File: config.mk
export PLATFORM = sky130hd
export DESIGN_NAME = pebble_loader
export DESIGN_NICKNAME = d
export VERILOG_FILES = /design/src/rtl/pebble_pkg.sv /design/src/rtl/pebble_out_reg.sv /design/src/rtl/pebble_loader.sv
export SDC_FILE = /design/constraint.sdc
export NUM_CORES = 1
export LEC_CHECK = 0
export BUFFER_PORTS_ARGS = -buffer_cell sky130_fd_sc_hd__buf_2
export CAP_MARGIN = 25
export CORE_MARGIN = 5
export CORE_UTILIZATION = 51
export CTS_CLUSTER_SIZE = 14
export DETAILED_ROUTE_END_ITERATION = 16
export PLACE_DENSITY = 0.76
export SLEW_MARGIN = 20
export SYNTH_ARGS = -nofsm -noshare
export SYNTH_HDL_FRONTEND = slang
export SYNTH_HIERARCHICAL = 1
export SYNTH_SLANG_ARGS = --single-unit
File: constraint.sdc
create_clock -name Clk -period 1.9 [get_ports Clk]
set_input_delay 0.19 -clock Clk [delete_from_list [all_inputs] [get_ports Clk]]
set_output_delay 0.19 -clock Clk [all_outputs]
set_load 0.01 [all_outputs]
File: src/rtl/pebble_pkg.sv
// Shared types and widths for the Pebble host-side loader.
package pebble_pkg;

  localparam int IM_AW   = 10;
  localparam int DM_AW   = 8;
  localparam int INSTR_W = 9;
  localparam int DATA_W  = 8;

  typedef enum logic [2:0] {
    IDLE = 3'd0,
    LOAD = 3'd1,
    HOLD = 3'd2,
    RUN  = 3'd3,
    DUMP = 3'd4
  } loader_state_t;

  // One dump-stream beat: data byte plus end-of-window marker.
  typedef struct packed {
    logic [DATA_W-1:0] data;
    logic              last;
  } dump_beat_t;

endpackage

File: src/rtl/pebble_out_reg.sv
// Single-entry valid/ready holding register for the dump byte stream.
// Accepts a new beat on the same edge the held one is taken, so a
// steadily ready host sees no bubbles.
module pebble_out_reg
  import pebble_pkg::*;
(
  input  logic       Clk,
  input  logic       Reset_n,
  input  logic       in_valid,
  output logic       in_ready,
  input  dump_beat_t in_beat,
  output logic       out_valid,
  input  logic       out_ready,
  output dump_beat_t out_beat
);

  assign in_ready = !out_valid || out_ready;

  // Hold the beat until the host takes it; refill or drain on handshake.
  always_ff @(posedge Clk or negedge Reset_n) begin
    if (!Reset_n) begin
      out_valid <= 1'b0;
      out_beat  <= '0;
    end else if (in_valid && in_ready) begin
      out_valid <= 1'b1;
      out_beat  <= in_beat;
    end else if (out_ready) begin
      out_valid <= 1'b0;
    end
  end

endmodule

File: src/rtl/pebble_loader.sv
// Host harness for the Pebble core: loads instruction memory while the
// core is held in reset, runs it until Done or timeout, then streams a
// data-memory window back to the host.
module pebble_loader
  import pebble_pkg::*;
#(
  parameter int IM_DEPTH  = 1024,
  parameter int DUMP_BASE = 0,
  parameter int DUMP_LEN  = 32,
  parameter int TIMEOUT   = 65535,
  parameter int HOLD      = 2
) (
  input  logic               Clk,
  input  logic               Reset_n,
  input  logic               in_valid,
  output logic               in_ready,
  input  logic [INSTR_W-1:0] in_data,
  input  logic               in_last,
  output logic               im_wen,
  output logic [IM_AW-1:0]   im_waddr,
  output logic [INSTR_W-1:0] im_wdata,
  output logic               core_reset,
  input  logic               core_done,
  output logic [DM_AW-1:0]   dm_raddr,
  input  logic [DATA_W-1:0]  dm_rdata,
  output logic               out_valid,
  input  logic               out_ready,
  output logic [DATA_W-1:0]  out_data,
  output logic               out_last,
  output logic               busy,
  output logic               overflow,
  output logic               timed_out
);

  localparam int LDW = IM_AW + 1;
  localparam logic [LDW-1:0]   IM_LIM    = LDW'(IM_DEPTH);
  localparam logic [15:0]      HOLD_LAST = 16'(HOLD - 1);
  localparam logic [15:0]      TO_LAST   = 16'(TIMEOUT - 1);
  localparam logic [8:0]       DLEN      = 9'(DUMP_LEN);
  localparam logic [8:0]       DLAST     = 9'(DUMP_LEN - 1);
  localparam logic [DM_AW-1:0] DBASE     = DM_AW'(DUMP_BASE);

  loader_state_t state, nxt;
  logic [LDW-1:0] ld_idx;   // next word index; saturates at IM_DEPTH
  logic [15:0]    cnt;      // hold cycles, then run cycles
  logic [8:0]     d_cnt;    // dump bytes fetched so far
  logic           xfer, done_ok, to_hit, push, beat_rdy;
  dump_beat_t     beat_in, beat_out;

  assign xfer       = in_valid && in_ready;
  assign core_reset = (state != RUN);
  assign busy       = (state != IDLE);
  // Done is ignored on the first run cycle while decode settles.
  assign done_ok    = (state == RUN) && (cnt != '0) && core_done;
  assign to_hit     = (state == RUN) && (cnt == TO_LAST) && !done_ok;
  assign push       = (state == DUMP) && (d_cnt != DLEN) && beat_rdy;
  assign beat_in    = '{data: dm_rdata, last: (d_cnt == DLAST)};

  // Next-state logic.
  always_comb begin
    nxt = state;
    case (state)
      IDLE, LOAD:      if (xfer) nxt = in_last ? pebble_pkg::HOLD : LOAD;
      pebble_pkg::HOLD: if (cnt == HOLD_LAST) nxt = RUN;
      RUN:             if (done_ok || to_hit) nxt = DUMP;
      DUMP:            if (out_valid && out_ready && out_last) nxt = IDLE;
      default:         nxt = IDLE;
    endcase
  end

  // State register, load path, counters and dump address.
  always_ff @(posedge Clk or negedge Reset_n) begin
    if (!Reset_n) begin
      state     <= IDLE;
      in_ready  <= 1'b0;
      im_wen    <= 1'b0;
      im_waddr  <= '0;
      im_wdata  <= '0;
      ld_idx    <= '0;
      overflow  <= 1'b0;
      timed_out <= 1'b0;
      cnt       <= '0;
      d_cnt     <= '0;
      dm_raddr  <= DBASE;
    end else begin
      state    <= nxt;
      in_ready <= (nxt == IDLE) || (nxt == LOAD);
      im_wen   <= 1'b0;
      if (xfer) begin
        if (state == IDLE) begin
          overflow  <= 1'b0;
          timed_out <= 1'b0;
          im_wen    <= 1'b1;
          im_waddr  <= '0;
          im_wdata  <= in_data;
          ld_idx    <= LDW'(1);
        end else if (ld_idx < IM_LIM) begin
          im_wen   <= 1'b1;
          im_waddr <= ld_idx[IM_AW-1:0];
          im_wdata <= in_data;
          ld_idx   <= ld_idx + 1'b1;
        end else begin
          overflow <= 1'b1;
        end
      end
      if (state != nxt)
        cnt <= '0;
      else if (state == pebble_pkg::HOLD || state == RUN)
        cnt <= cnt + 1'b1;
      if (to_hit)
        timed_out <= 1'b1;
      if (state == RUN && nxt == DUMP) begin
        dm_raddr <= DBASE;
        d_cnt    <= '0;
      end else if (push) begin
        dm_raddr <= dm_raddr + 1'b1;
        d_cnt    <= d_cnt + 1'b1;
      end
    end
  end

  pebble_out_reg u_out (
    .Clk      (Clk),
    .Reset_n  (Reset_n),
    .in_valid (push),
    .in_ready (beat_rdy),
    .in_beat  (beat_in),
    .out_valid(out_valid),
    .out_ready(out_ready),
    .out_beat (beat_out)
  );

  assign out_data = beat_out.data;
  assign out_last = beat_out.last;

endmodule

After elaboration in Yosys (flattened, before gate mapping)
Index checks and enable logic that the tools add are counted.
{ "word_totals": {"inputBits": 23, "ff_bits": 80, "output_inout_bits": 43} }
{ "classes": {"add_sub_neg": 4, "order_cmp": 1, "eq_ne": 13, "muxes": 28, "reduce_logical": 31} }
{ "ops": {"columns": ["cell", "n"], "rows": [
  ["$mux 9", 4],
  ["$mux 16", 2],
  ["$mux 11", 2],
  ["$mux 10", 2],
  ["$add 16x1->16 const B", 1],
  ["$eq 16x1->1 const B", 1],
  ["$eq 16x16->1 const B", 1],
  ["$mux 8", 2],
  ["$reduce_bool 16->1", 1],
  ["$mux 3", 4],
  ["$pmux 3 s4", 1],
  ["$reduce_bool 2->1", 6],
  ["$add 11x1->11 const B", 1],
  ["$logic_and 1x1->1", 11],
  ["$lt 11x11->1 const B", 1],
  ["$mux 1", 10],
  ["$add 9x1->9 const B", 1],
  ["$eq 9x5->1 const B", 1],
  ["$ne 9x6->1 const B", 1],
  ["$add 8x1->8 const B", 1],
  ["$eq 3x1->1 const B", 2],
  ["$eq 3x2->1 const B", 2],
  ["$eq 3x3->1 const B", 2],
  ["$logic_not 3->1", 2],
  ["other kinds (9)", 15]
]} }

Logic depth before layout (Yosys ltp)
{ "depth": {"ltp_word": 11, "mapped_depth": 8, "mapped_depth_nobuf": 7} }

Modules after synthesis
The synthesis kept the hierarchy.
{ "by_module_without_submodules": {"columns": ["module", "n_inst", "cells_each", "area_per_inst_um2"], "rows": [
  ["pebble_loader", 1, 343, 3470.8],
  ["pebble_out_reg", 1, 22, 425.4]
]} }

Least setup slack after synthesis
No wires, ideal clock.
{ "synth_timing": {"path_kind": "reg-to-reg", "start": "register cnt[1]", "end": "register cnt[10]", "arrival_time_ps": 1979, "setup_ps": 131, "path_stages_with_launch": 8, "path_buffers": 1, "required_time_ps": 1769, "setup_slack_ps": -210, "cell_sequence": "dfrtp_1 -> inv_1 -> ha_1 -> nor3b_1 -> a41oi_1 -> a211oi_1 -> buf_2 -> a211oi_2"} }
{ "synth_between": {"elab_chain_cells": 10} }
{ "synth_lines": {"columns": ["element", "line_no", "source"], "rows": [
  ["start, declared", "pebble_loader.sv:45", "logic [15:0] cnt;"],
  ["start signal, assigned", "pebble_loader.sv:109", "cnt <= cnt + 1'b1;"],
  ["$reduce_bool 16->1", "pebble_loader.sv:54", "assign done_ok = (state == RUN) && (cnt != '0) && core_done;"],
  ["$logic_and 1x1->1 (2 in a row)", "pebble_loader.sv:54", null],
  ["$logic_not 1->1", "pebble_loader.sv:55", "assign to_hit = (state == RUN) && (cnt == TO_LAST) && !done_ok;"],
  ["$logic_and 1x1->1", "pebble_loader.sv:55", null],
  ["$logic_or 1x1->1", "pebble_loader.sv:65", "RUN: if (done_ok || to_hit) nxt = DUMP;"],
  ["$mux 3", "pebble_loader.sv:65", null],
  ["$pmux 3 s4", "pebble_loader.sv:62", "case (state)"],
  ["$ne 3x3->1", "pebble_loader.sv:106", "if (state != nxt)"],
  ["$mux 16 / $reduce_bool 2->1 (equally long branches)", null, null]
]} }
Several ways; a longest one is shown, not always the timed one. The select of a mux whose other input is x is not followed.
A chain may end at the register's enable or synchronous reset.

Worst setup path in the final report
{ "layout_timing": {"start": "register cnt[6]", "end": "register cnt[0]"} }
{ "layout_between": {"elab_chain_cells": 10} }
{ "layout_lines": {"columns": ["element", "line_no"], "rows": [
  ["$reduce_bool 16->1", "pebble_loader.sv:54"],
  ["$logic_and 1x1->1 (2 in a row)", "pebble_loader.sv:54"],
  ["$logic_not 1->1", "pebble_loader.sv:55"],
  ["$logic_and 1x1->1", "pebble_loader.sv:55"],
  ["$logic_or 1x1->1", "pebble_loader.sv:65"],
  ["$mux 3", "pebble_loader.sv:65"],
  ["$pmux 3 s4 (*)", "pebble_loader.sv:62"],
  ["$ne 3x3->1 (*)", "pebble_loader.sv:106"],
  ["$mux 16 / $reduce_bool 2->1 (equally long branches)", null]
]} }
Every way passes the cells marked *; elsewhere a longest branch is shown, timed or not.

==> metrics.md <==
| Metric | Value |
|---|---|
| CP cell instances | and4_4, nand4_1, or3_4, a32oi_4, buf_12, a211oi_1 |
| Top Ports | 66 |
| Synthesized area | 3900 um2 |
| Top-area cell type share of the netlist area | 51.4% |
| Width of the die | 97.4 um |
| Yosys cell types | 46 |
| Drc violations | 0 |
| Row count | 31 |
| Most frequent cells in the layout | dfrtp_1, buf_2, nand2_1 |
| Final global-route overflow total | 0 |
| Core Region | 7330 um2 |
| Synthesized Nets | 396 |
| RSZ-0062 raised after global routing | yes |
| Async SR Flop Fraction | 100% |
| Final setup vio count | 0 |
| Initial core utilization | 53.1% |
| Synth Flop Type | dfrtp_1 |
| Nets | 495 |
| Critical Path Fanout Max | 16 |
| F_max | 537 MHz |
| Yosys warns | 6 |
| Status | finished, final reports clean |
| Critical path data required time | 2.12 ns |
| N_diodes | 0 |
| Tightest Pin Transition | 0.488 ns |
| Slowest stage cell, crit path | or3_4 |
| Post-synthesis cell count | 365 |
| TritonCTS clock tree | yes |
| Post-Place Setup Slack | -0.0402 ns |
| Sequential power share | 39.8% |
| Final GP Congestion | 0.961 |
| Post-DP HPWL | 6290 um |
| Via count | 3,058 |
| Die Y | 97.4 um |
| Max-slew headroom | 67.4% |
| FF+latch count, synth | 80 |
| Clock power frac | 20.6% |
| CP endpoint kind | register |
| Slew Limit Fails | 0 |
| Leak pwr | 2.40 nW |
| Syn avg cell area | 10.7 um2 |
| Max stage delay on crit path | 0.44 ns |
| CP Launch Type | register |
| Clock Latency Late Sink | 0.35 ns |
| Post-synthesis sequential area ratio | 51.4% |
| Wirelength per Cell | 15.2 um |
| Vias in the first global route | 3,074 |
| Switching Fraction | 37.7% |
| Pwr dens | 1240 nW/um2 |
| Post-synth EDFFs | 0 |
| Hold Path Class | primary input to register |
| CTS buffer count | 9 |
| Combinational power share | 39.6% |
| Drt first pass iters | 4 |
| Sum Neg Setup Slack | 0 ns |
| Filler cell count | 552 |
| Area grow syn2layout | 24.8% |
| Worst setup margin | 0.0385 ns |
| DR vias/cell | 5.38 |
| PortBufs | 65 |
| Synth area leaders | dfrtp_1, nand2_1, xor2_1 |
| Max IR drop VDD | 0.654 mV |
| CP arrival | 2.08 ns |
| Internal power | 0.00376 W |
| DRT Wirelength | 8660 um |
| H-tree depth | 3 |
| Clk root buf | clkbuf_8 |
| Clock sink count | 80 |
| Clk buf depth | 2 |
| First-pass GRT wire length | 14,800 um |
| Post-synth top area cell | dfrtp_1 |
| Crit Path Category | register to register |
| Clk_skew | 0.0124 ns |
| Post-route ant nets | 0 |
| Final period utilization | 98.0% |
| Total track usage | 18.8% |
| Starting DRT DRC Count | 126 |
| Largest net degree at the start of global routing | 39 |
| Die ar. | 9490 um2 |
| Commonest non-fill, non-tap cell in the layout | dfrtp_1 |
| Initial antenna violation count | 0 |
| Final hold vios | 0 |
| Post-layout min period | 1.86 ns |
| Sw Pwr | 0.00227 W |
| Layout cells sized above 1 | 32.6% |
| Reg clk slew, reported paths | 0.09 ns |
| MaxCap Viol Count | 0 |
metal layers:
layer	track usage [%]	vias up	share of wire [%]
met5	0	-	0
met4	7.77	0	1.6
met3	4.09	16	5.1
met2	30.7	79	49
met1	24.1	1496	44
li1	-	1467	-
registers in the layout, indices dropped and copies added, names as in the netlist, 3 cells and up:
register and count:
u_out/out_beat 9, im_wdata 9, dm_raddr 8, d_cnt 9, im_waddr 10, cnt 16
state 3, ld_idx 11
final timing paths:
kind	slack, ns	end	from	cells past startpoint
max	0.04	cnt[0]$_DFFE_PN0P_	cnt[6]$_DFFE_PN0P_	6
min	0.03	im_wdata[0]$_DFFE_PN0P_	in_data[0]	3
max reg2reg	0.04	cnt[0]$_DFFE_PN0P_	cnt[6]$_DFFE_PN0P_	6
min reg2reg	0.47	im_wdata[1]$_DFFE_PN0P_	im_wdata[1]$_DFFE_PN0P_	2
max in group asynchronous	0.95	cnt[8]$_DFFE_PN0P_	Reset_n	3
min in group asynchronous	0.34	im_wdata[8]$_DFFE_PN0P_	Reset_n	2
cell type report:
class                           count  area, um2  area share, %
Clock inverter                      6       68.8           1.42
Sequential cell                    80       2000           41.2
Multi-Input combinational cell    258       1820           37.5
Clock buffer                       10        128           2.63
Tap cell                           99        124           2.55
Timing Repair Buffer              104        673           13.8
Inverter                           11       41.3          0.849
critical path, delay by kind of cell (launching register included):
family	cells	cell delay, ns
flops	1	0.43
simple gates	3	0.82
buf+inv	1	0.19
compound gates	2	0.28
cells by family (layout without fill, tap and decap cells):
| group | count (synthesis) | count (layout) | share of synthesized area [%] |
|---|---|---|---|
| xor gates and xnor gates | 36 | 36 | 8.09 |
| and+or+nand+nor | 150 | 150 | 19.3 |
| adders and majority gates | 8 | 8 | 2.57 |
| AOI/OAI and AO/OA | 54 | 54 | 11.7 |
| muxes | 10 | 10 | 3.73 |
| DFF | 80 | 80 | 51.4 |
| buffers and inverters | 27 | 131 | 3.31 |
power groups by stage:
stage / clock network [W] / logic, W / registers, W
detailed placement: 0 / 0.00235 / 0.00243
CTS: 0.00127 / 0.00238 / 0.00240
global placement: 0 / 0.00230 / 0.00242
global route: 0.00134 / 0.00263 / 0.00247
finish: 0.00124 / 0.00239 / 0.00240
floorplan: 0 / 0.00136 / 0.00250
through the flow:
step | cells | total power [W] | utilization [%] | hold slack, ns | instance area (um2)
finish | 568 | 0.00603 | 66.3 | 0.0326 | 4860
global route | 568 | 0.00644 | 66.3 | 0.0274 | 4860
CTS | 568 | 0.00605 | 65.9 | 0.0201 | 4830
detailed placement | 551 | 0.00479 | 62.8 | 0.195 | 4600
global placement | 551 | 0.00471 | 62.8 | 0.186 | 4600
floorplan | 365 | 0.00386 | - | -0.106 | 3900
cell usage after synthesis (all sizes together), types with 2 or more instances:
library cell	count
dfrtp	80
nand2	51
nor2	44
xor2	21
a211oi	18
xnor2	15
nand4	13
a22o	11
inv	11
a21oi	10
clkbuf	9
mux2	9
ha	8
and3	7
buf	7
and4	6
nand3	6
o21ai	6
nor3	4
nor4	4
or3	4
and2	3
a31oi	2
a41oi	2
nand2b	2
timing repair:
item,in CTS,in global routing
pin swaps,0,1
setup buffers,0,0
endpoints found under the setup margin,17,23
hold endpoints to repair,35,0
resized for setup,4,7
hold buffers,1,0
Note: power is estimated with default switching activity, not from simulation.
